**src/rtl/dc_video_tx_if.sv**
```systemverilog
// Pixel stream into the Dreamcast video transmitter: 24-bit RGB with start-of-frame flag,
// ready/valid handshake.
interface dc_video_tx_if;
  logic [23:0] in_rgb;
  logic        in_sof;
  logic        in_valid;
  logic        in_ready;

  modport master (output in_rgb, output in_sof, output in_valid, input  in_ready);
  modport slave  (input  in_rgb, input  in_sof, input  in_valid, output in_ready);
endinterface

```
**src/rtl/dc_video_tx.sv**
```systemverilog
// Dreamcast 12-bit digital video bus transmitter: raster timing, two-clock-per-pixel
// serialisation from a small pixel FIFO, plus sticky underflow / sof-alignment status.
module dc_video_tx #(
  parameter int unsigned H_TOTAL      = 1716,
  parameter int unsigned V_TOTAL      = 525,
  parameter int unsigned H_SYNC_LEN   = 128,
  parameter int unsigned V_SYNC_LINES = 6,
  parameter int unsigned HSTART       = 265,
  parameter int unsigned VSTART       = 40,
  parameter int unsigned ACTIVE_W     = 640,
  parameter int unsigned ACTIVE_H     = 480,
  parameter int unsigned FIFO_DEPTH   = 4
) (
  input  logic               clock,
  input  logic               reset,
  input  logic               enable,
  dc_video_tx_if.slave       pix,
  output logic [11:0]        data,
  output logic               _hsync,
  output logic               _vsync,
  input  logic               clear_status,
  output logic               underflow,
  output logic [15:0]        underflow_count,
  output logic               sof_error
);

  localparam int unsigned HW = $clog2(H_TOTAL + 1);
  localparam int unsigned VW = $clog2(V_TOTAL + 1);
  localparam int unsigned AW = $clog2(FIFO_DEPTH);

  localparam logic [HW-1:0] H_LAST   = HW'(H_TOTAL - 1);
  localparam logic [HW-1:0] H_SYNC_C = HW'(H_SYNC_LEN);
  localparam logic [HW-1:0] H_BEG    = HW'(HSTART);
  localparam logic [HW-1:0] H_END    = HW'(HSTART + 2 * ACTIVE_W);
  localparam logic [VW-1:0] V_LAST   = VW'(V_TOTAL - 1);
  localparam logic [VW-1:0] V_SYNC_C = VW'(V_SYNC_LINES);
  localparam logic [VW-1:0] V_BEG    = VW'(VSTART);
  localparam logic [VW-1:0] V_END    = VW'(VSTART + ACTIVE_H);
  localparam logic [AW:0]   DEPTH_C  = (AW + 1)'(FIFO_DEPTH);

  logic [HW-1:0] h_q, h_d;
  logic [VW-1:0] v_q, v_d;
  logic [24:0]   mem_q [FIFO_DEPTH];
  logic [AW-1:0] rd_q, wr_q;
  logic [AW:0]   cnt_q, cnt_d;
  logic          rdy_q, rdy_d;
  logic [11:0]   data_q, data_d, hold_q, hold_d;
  logic          hs_q, hs_d, vs_q, vs_d;
  logic          uf_q, uf_d, sofe_q, sofe_d;
  logic [15:0]   ufc_q, ufc_d;

  logic [24:0]   head;
  logic          empty, active, phase0, first_slot;
  logic          push, pop, uf_evt, sof_evt;

  always_comb begin
    head       = mem_q[rd_q];
    empty      = (cnt_q == '0);
    active     = enable && (v_q >= V_BEG) && (v_q < V_END) && (h_q >= H_BEG) && (h_q < H_END);
    phase0     = (h_q[0] == H_BEG[0]);
    first_slot = (h_q == H_BEG) && (v_q == V_BEG);
    push       = enable && pix.in_valid && rdy_q;
    pop        = active && phase0 && !empty;
    uf_evt     = active && phase0 && empty;
    sof_evt    = pop && (head[24] != first_slot);
  end

  always_comb begin
    h_d = '0;
    v_d = '0;
    if (enable) begin
      if (h_q == H_LAST) begin
        h_d = '0;
        v_d = (v_q == V_LAST) ? '0 : v_q + VW'(1);
      end else begin
        h_d = h_q + HW'(1);
        v_d = v_q;
      end
    end
  end

  always_comb begin
    cnt_d = cnt_q;
    if (push && !pop)      cnt_d = cnt_q + (AW + 1)'(1);
    else if (pop && !push) cnt_d = cnt_q - (AW + 1)'(1);
    // in_ready is registered, so it is precomputed from the post-edge occupancy.
    rdy_d = enable && (cnt_d != DEPTH_C);
  end

  always_comb begin
    hs_d   = 1'b1;
    vs_d   = 1'b1;
    data_d = 12'hFFF;
    hold_d = hold_q;
    if (enable) begin
      hs_d   = (h_q >= H_SYNC_C);
      vs_d   = (v_q >= V_SYNC_C);
      data_d = '0;
      if (active) begin
        if (phase0) begin
          // A starved slot loads zero so its second half also goes out blank.
          data_d = pop ? head[23:12] : '0;
          hold_d = pop ? head[11:0]  : '0;
        end else begin
          data_d = hold_q;
        end
      end
    end
  end

  always_comb begin
    uf_d   = (uf_q   && !clear_status) || uf_evt;
    sofe_d = (sofe_q && !clear_status) || sof_evt;
    ufc_d  = clear_status ? '0 : ufc_q;
    if (uf_evt) begin
      if (clear_status)         ufc_d = 16'd1;
      else if (ufc_q != '1)     ufc_d = ufc_q + 16'd1;
    end
  end

  always_ff @(posedge clock) begin
    if (push) mem_q[wr_q] <= {pix.in_sof, pix.in_rgb};
  end

  always_ff @(posedge clock or negedge reset) begin
    if (!reset) begin
      h_q    <= '0;
      v_q    <= '0;
      rd_q   <= '0;
      wr_q   <= '0;
      cnt_q  <= '0;
      rdy_q  <= 1'b0;
      data_q <= 12'hFFF;
      hold_q <= '0;
      hs_q   <= 1'b1;
      vs_q   <= 1'b1;
      uf_q   <= 1'b0;
      ufc_q  <= '0;
      sofe_q <= 1'b0;
    end else begin
      h_q    <= h_d;
      v_q    <= v_d;
      rdy_q  <= rdy_d;
      data_q <= data_d;
      hold_q <= hold_d;
      hs_q   <= hs_d;
      vs_q   <= vs_d;
      uf_q   <= uf_d;
      ufc_q  <= ufc_d;
      sofe_q <= sofe_d;
      if (!enable) begin
        rd_q  <= '0;
        wr_q  <= '0;
        cnt_q <= '0;
      end else begin
        if (pop)  rd_q <= rd_q + AW'(1);
        if (push) wr_q <= wr_q + AW'(1);
        cnt_q <= cnt_d;
      end
    end
  end

  assign pix.in_ready    = rdy_q;
  assign data            = data_q;
  assign _hsync          = hs_q;
  assign _vsync          = vs_q;
  assign underflow       = uf_q;
  assign underflow_count = ufc_q;
  assign sof_error       = sofe_q;

endmodule

```
**src/flat_wrapper.sv**
```systemverilog
// flat-port wrapper written by rule: the top's interface ports become plain ports
module dc_video_tx_flat 
#(
  parameter int unsigned H_TOTAL      = 1716,
  parameter int unsigned V_TOTAL      = 525,
  parameter int unsigned H_SYNC_LEN   = 128,
  parameter int unsigned V_SYNC_LINES = 6,
  parameter int unsigned HSTART       = 265,
  parameter int unsigned VSTART       = 40,
  parameter int unsigned ACTIVE_W     = 640,
  parameter int unsigned ACTIVE_H     = 480,
  parameter int unsigned FIFO_DEPTH   = 4
)
  (clock, reset, enable, data, _hsync, _vsync, clear_status, underflow, underflow_count, sof_error, pix_in_rgb, pix_in_sof, pix_in_valid, pix_in_ready);
  dc_video_tx_if pix_i ();
  input  logic clock;
  input  logic reset;
  input  logic enable;
  output logic [11:0] data;
  output logic _hsync;
  output logic _vsync;
  input  logic clear_status;
  output logic underflow;
  output logic [15:0] underflow_count;
  output logic sof_error;
  input wire logic [$bits(pix_i.in_rgb)-1:0] pix_in_rgb;
  input wire logic [$bits(pix_i.in_sof)-1:0] pix_in_sof;
  input wire logic [$bits(pix_i.in_valid)-1:0] pix_in_valid;
  output wire logic [$bits(pix_i.in_ready)-1:0] pix_in_ready;
  assign pix_i.in_rgb = pix_in_rgb;
  assign pix_i.in_sof = pix_in_sof;
  assign pix_i.in_valid = pix_in_valid;
  assign pix_in_ready = pix_i.in_ready;
  dc_video_tx #(.H_TOTAL(H_TOTAL), .V_TOTAL(V_TOTAL), .H_SYNC_LEN(H_SYNC_LEN), .V_SYNC_LINES(V_SYNC_LINES), .HSTART(HSTART), .VSTART(VSTART), .ACTIVE_W(ACTIVE_W), .ACTIVE_H(ACTIVE_H), .FIFO_DEPTH(FIFO_DEPTH)) u_core (.clock(clock), .reset(reset), .enable(enable), .pix(pix_i), .data(data), ._hsync(_hsync), ._vsync(_vsync), .clear_status(clear_status), .underflow(underflow), .underflow_count(underflow_count), .sof_error(sof_error));
endmodule
```
**config.mk**
```make
export PLATFORM = sky130hd
export DESIGN_NAME = dc_video_tx_flat
export DESIGN_NICKNAME = d
export VERILOG_FILES = /design/src/rtl/dc_video_tx_if.sv /design/src/rtl/dc_video_tx.sv /design/src/flat_wrapper.sv
export SDC_FILE = /design/constraint.sdc
export NUM_CORES = 1
export LEC_CHECK = 0
export CAP_MARGIN = 20
export CORE_MARGIN = 1
export CORE_UTILIZATION = 58
export DETAILED_ROUTE_END_ITERATION = 12
export PLACE_DENSITY = 0.8
export SKIP_CTS_REPAIR_TIMING = 1
export SYNTH_ARGS = -nofsm -noshare
export SYNTH_HDL_FRONTEND = slang
export SYNTH_SLANG_ARGS = --single-unit
```
**constraint.sdc**
```tcl
create_clock -name clock -period 2.9 [get_ports clock]
set_input_delay 0.87 -clock clock [delete_from_list [all_inputs] [get_ports clock]]
set_output_delay 0.87 -clock clock [all_outputs]
set_load 0.1 [all_outputs]
```
# Word-level counts from Yosys, hierarchy flattened
# Memories as Yosys holds them, arrays and structs flattened.
# Index checks and enable logic that the tools add are counted.
[word_totals]
mem_bits_rw = 100
latch_bits = 0
mem_count = 1
reg_bits = 73
out_inout_bits = 33
romBits = 0
inputBits = 30
word_cells = 86
[classes]
mul = 0
add_sub_neg = 7
n_eq_ne = 10
reduce_logical = 24
n_bitwise = 0
mux = 25
magnitude_cmp = 6
n_shift = 0
div_mod_pow = 0
[memory_table]
columns = ["memory", "words", "width", "rd", "rd_ports_with_merged_regs", "write_ports", "line", "text"]
rows = [
  ["u_core.mem_q", 4, 25, 1, 0, 1, "dc_video_tx.sv:43", "logic [24:0] mem_q [FIFO_DEPTH];"],
]
[op_table]
columns = ["op", "n"]
rows = [
  ["16-bit 2-to-1 mux", 4],
  ["12-bit 2-to-1 mux", 5],
  ["10-bit 2-to-1 mux", 3],
  ["11-bit 2-to-1 mux", 2],
  ["16-bit by 1-bit adder with 16-bit output, second input constant", 1],
  ["1-bit logical AND", 16],
  ["16-bit inequality test, second input constant", 1],
  ["11-bit by 1-bit adder with 11-bit output, second input constant", 1],
  ["11-bit equality test, second input constant", 1],
  ["11-bit by 9-bit equality test with 1-bit output, second input constant", 1],
  ["11-bit by 8-bit greater-or-equal comparator with 1-bit output, second input constant", 1],
  ["11-bit by 9-bit greater-or-equal comparator with 1-bit output, second input constant", 1],
  ["11-bit < comparator, second input constant", 1],
  ["10-bit by 1-bit adder with 10-bit output, second input constant", 1],
  ["10-bit equality test, second input constant", 1],
  ["10-bit by 6-bit equality test with 1-bit output, second input constant", 1],
  ["10-bit by 3-bit greater-or-equal comparator with 1-bit output, second input constant", 1],
  ["10-bit by 6-bit greater-or-equal comparator with 1-bit output, second input constant", 1],
  ["10-bit < comparator, second input constant", 1],
  ["3-bit 2-to-1 mux", 3],
  ["2-bit 2-to-1 mux", 4],
  ["2-bit by 1-bit inequality test with 1-bit output, second input constant", 3],
  ["2-bit by 1-bit adder with 2-bit output, second input constant", 2],
  ["1-bit logical NOT", 4],
  ["8 further kinds", 12],
]

# Depth between registers and ports, before layout
[depth]
ltp_word = 12
depth_mapped = 10
mapped_depth_nobuf = 9

# Least setup slack after synthesis
# No wires, ideal clock.
[synth_path]
path_kind = "register -> register"
startpoint = "reg u_core.ufc_q[0], in the netlist u_core.underflow_count[0]"
endpoint = "reg u_core.ufc_q[13], in the netlist u_core.underflow_count[13]"
required_time_ns = 2.826
n_path_buf = 0
period_less_slack_ns = 2.722
stages_incl_launch_ff = 9
setup_slack_ns = 0.178
setup_ns = 0.074
arrival_time_ns = 2.649
path_cell_list = "dfrtp_1 -> ha_1 -> and3_1 -> and3_1 -> nand3_1 -> nor4b_2 -> nand4_1 -> xor2_1 -> nor2_1"
[synth_between]
elab_chain_cells = 4
word_cells_on_any_way = 5
classes_between = "add/sub (1); eq/ne (1); mux (3)"
[synth_lines]
columns = ["item", "line", "text"]
rows = [
  ["start: declaration", "dc_video_tx.sv:50", "logic [15:0] ufc_q, ufc_d;"],
  ["start signal: assignment", "dc_video_tx.sv:149", "ufc_q <= ufc_d;"],
  ["16-bit by 1-bit adder with 16-bit output or 16-bit inequality test (tied branches)", "dc_video_tx.sv:117", "else if (ufc_q != '1) ufc_d = ufc_q + 16'd1;"],
  ["16-bit 2-to-1 mux *", "dc_video_tx.sv:117", ""],
  ["16-bit 2-to-1 mux *", "dc_video_tx.sv:116", "if (clear_status) ufc_d = 16'd1;"],
  ["16-bit 2-to-1 mux *", "dc_video_tx.sv:115", "if (uf_evt) begin"],
  ["named net u_core.ufc_d[13]", "dc_video_tx.sv:50", ""],
]
# Mark *: on every way through the listed nets, which the timed path passes. The rest lies on a longest branch.
# A chain may end at the register's enable or synchronous reset.

# Final worst setup path
[layout_path]
startpoint = "reg u_core.h_q[1]"
endpoint = "reg u_core.rdy_q, in the netlist u_core.pix.in_ready"
[layout_between]
elab_chain_cells = 10
word_cells_on_any_way = 13
classes_between = "order compare (2); eq/ne (1); mux (2); reduce/logical (8)"
[layout_lines]
columns = ["item", "line", "text"]
rows = [
  ["start: declaration", "dc_video_tx.sv:41", "logic [HW-1:0] h_q, h_d;"],
  ["start signal: assignment", "dc_video_tx.sv:127", "h_q <= '0;"],
  ["start signal: assignment", "dc_video_tx.sv:141", "h_q <= h_d;"],
  ["11-bit by 9-bit greater-or-equal comparator with 1-bit output", "dc_video_tx.sv:59", "active = enable && (v_q >= V_BEG) && (v_q < V_END) && (h_q >= H_BEG) && (h_q < H_END);"],
  ["1-bit logical AND", "dc_video_tx.sv:59", ""],
  ["1-bit logical AND *", "dc_video_tx.sv:59", ""],
  ["1-bit logical AND * (2 in a row)", "dc_video_tx.sv:63", "pop = active && phase0 && !empty;"],
  ["1-bit logical AND or 1-bit logical NOT (tied branches)", "dc_video_tx.sv:85, dc_video_tx.sv:84", ""],
  ["3-bit 2-to-1 mux or 1-bit logical AND (tied branches)", "dc_video_tx.sv:85, dc_video_tx.sv:84", ""],
  ["3-bit 2-to-1 mux *", "dc_video_tx.sv:84", "if (push && !pop) cnt_d = cnt_q + (AW + 1)'(1);"],
  ["3-bit inequality test *", "dc_video_tx.sv:87", "rdy_d = enable && (cnt_d != DEPTH_C);"],
  ["1-bit logical AND *", "dc_video_tx.sv:87", ""],
  ["named net u_core.rdy_d", "dc_video_tx.sv:46", "logic rdy_q, rdy_d;"],
  ["end signal: assignment", "dc_video_tx.sv:143", "rdy_q <= rdy_d;"],
  ["end: declaration", "dc_video_tx.sv:46", ""],
]
# Marks and branches as above.

==> results.py <==
metrics = {
    "route": {
        "dr.pass1.iters": 4,
        "vias": 4528,
        "routedWlPerCell_um": 18.8,
        "drc": 0,
        "drt_iter0_markers": 346,
        "routed_via_density": 5.75,
        "ant_nets": 0,
        "wirelength_um": 14800,
    },
    "timing": {
        "rsz0062_at_grt": "no",
        "setup_tns_ns": 0,
        "max_slew_margin": 0.639,
        "holdWs_ns": 0.430,
        "setup_viol": 0,
        "drv_slew": 0,
        "worstMarginPinSlew_ns": 0.540,
        "min_period_ns": 2.45,
        "fmax_mhz": 409,
        "setup_slack_ns": 0.452,
        "skew_ns": 0.0113,
        "hold_viol": 0,
        "min_period_over_period": 0.844,
    },
    "final_layout": {
        "final_common_cell": "edfxtp_1",
        "n_fill_cell": 811,
        "final_cell_mix": "100 x edfxtp_1, 59 x dfrtp_1, 50 x nand2_1",
        "finalNonFillerCells": 788,
        "antenna_cells": 0,
        "area_growth_pct": 20.0,
        "drive_above_1_share": 0.213,
        "nets": 650,
    },
    "global_route": {
        "gr-total-overflow": 0,
        "grt_pass1_vias": 4736,
        "antenna_found_initial": 0,
        "grt_max_degree": 74,
        "grt_usage": 0.246,
        "grt_pass1_wl_um": 23900,
    },
    "clock_network": {
        "h-tree-depth": 4,
        "clk_latency_ns": 0.43,
        "cts_buffers": 17,
        "cts-root-buf": "clkbuf_16",
        "path_clk_slew_ns": 0.06,
        "clockBufferDepth": 2,
        "clkSinkCount": 173,
        "cts_tree": "built",
    },
    "setup_path": {
        "crit_family": "simple AND/OR/NAND/NOR gates",
        "cp_max_fo": 5,
        "cp.arrival_ns": 2.76,
        "max_stage_delay_ns": 0.43,
        "cp_slowest_cell": "dfrtp_1",
        "worst-setup-path-type": "reg2reg",
        "crit_path_end_kind": "flip-flop",
        "start_kind": "flip-flop",
        "required_ns": 3.22,
        "cp_cell_sequence": "inv_1 > ha_1 > o41ai_1 > and3_1 > nor3_1 > nand3_1 > maj3_2 > mux2_4 > o21a_1",
        "path_buf_inv": 1,
    },
    "worst_hold_path": {
        "worstHoldPathType": "in2async",
    },
    "power": {
        "ir_drop_v": 0.000589,
        "p_per_area_nw_per_um2": 611,
        "p_leak_nw": 3.37,
    },
    "yosys": {
        "ys.flop_type": "edfxtp_1",
        "ys_warn_count": 0,
        "yosysUniqueCellTypes": 48,
        "synth_area_um2": 7400,
        "synth_edf_count": 100,
        "synth-async-reset-ratio": 0.422,
        "syn_inst": 532,
        "ys_seq_area_frac": 0.655,
        "ys_ff_latch": 173,
        "syn_nets": 575,
        "syn_area_per_cell_um2": 13.9,
    },
    "floorplan": {
        "die_w_um": 115,
        "die_h_um": 115,
        "core-area_um2": 12200,
        "rows": 40,
        "io_pins": 63,
        "dieArea_um2": 13200,
        "start_util": 0.606,
    },
    "place": {
        "gp_congestion": 0.841,
        "io_buffers": 62,
        "dp.cells": 756,
        "dp_hpwl_um": 9230,
        "dp_slack_ns": 0.191,
    },
    "flow_run": {
        "maxCapViolCount": 0,
    },
    "outcome": {
        "status": "completed",
    },
}
-- routing by layer --
layer	vias to the layer above	wire, um	global-route usage
li1	2108	-	-
met1	2281	6280	0.304
met2	127	7680	0.415
met3	12	705	0.0659
met4	0	164	0.101
met5	-	0	0
-- worst paths after layout --
kind	cells past startpoint	end	slack, ns	from
worst max-delay path	9	u_core.pix.in_ready$_DFF_PN0_	0.45	u_core.h_q[1]$_DFF_PN0_
worst min-delay path	2	u_core.v_q[5]$_DFFE_PN0P_	0.43	reset
worst max register to register	9	u_core.pix.in_ready$_DFF_PN0_	0.45	u_core.h_q[1]$_DFF_PN0_
worst min register to register	2	u_core.hold_q[5]$_DFFE_PN0P_	0.49	u_core.hold_q[5]$_DFFE_PN0P_
max in group asynchronous	2	u_core.data[1]$_DFF_PN1_	2.07	reset
min in group clock	2	u_core.hold_q[5]$_DFFE_PN0P_	0.49	u_core.hold_q[5]$_DFFE_PN0P_
-- cells in the mapped netlist, types with 14 or more instances --
library cell	count	area share
nand2_1	50	0.025
o21ai_0	38	0.026
nand3_1	14	0.0095
mux4_2	25	0.076
dfstp_2	14	0.050
nor2_1	35	0.018
inv_1	15	0.0076
dfrtp_1	59	0.20
and3_1	19	0.016
xor2_1	19	0.022
edfxtp_1	100	0.41
clkbuf_1	16	0.0081
-- logic make-up after synthesis --
kind of cell | count (synthesis) | share of synthesized area
and+or+nand+nor | 172 | 0.121
adders and majority gates | 15 | 0.0248
muxes | 28 | 0.0808
AOI/OAI and AO/OA | 74 | 0.0593
buffers and inverters | 38 | 0.0211
DFF | 173 | 0.655
xor gates and xnor gates | 32 | 0.0379
-- power by group --
group	internal, mW	leakage [nW]	switching [mW]	total, mW
sequential	2.66	1.87	0.0243	2.68
combinational	0.102	1.19	0.208	0.309
clock	1.49	0.313	0.948	2.44
total	4.25	3.37	1.18	5.43
-- per-stage QoR --
step,area [um2],utilization,total power [mW]
final,8880,0.727,5.43
after global routing,8880,0.727,5.59
after CTS,8880,0.727,5.47
after detailed placement,8240,0.675,3.04
after global placement,8240,0.675,3.03
after floorplan,7400,-,2.90
-- final cells by class --
class / instances / area [um2] / area share
Multi-Input combinational cell: 321 / 2400 / 0.270
Timing Repair Buffer: 79 / 723 / 0.0814
Sequential cell: 173 / 4850 / 0.546
Tap cell: 168 / 210 / 0.0237
Inverter: 15 / 56.3 / 0.00634
Clock inverter: 13 / 203 / 0.0228
Clock buffer: 19 / 443 / 0.0499
-- state kept, by name, indices dropped and copies added (netlist names) --
register	count
u_core.mem_q	100
u_core.underflow_count	16
u_core.data	12
u_core.hold_q	12
u_core.h_q	11
u_core.v_q	10
u_core.cnt_q	3
u_core.rd_q	2
u_core.wr_q	2
u_core._hsync	1
u_core._vsync	1
u_core.pix.in_ready	1
u_core.sof_error	1
u_core.underflow	1
Note: power is estimated with default switching activity, not from simulation.
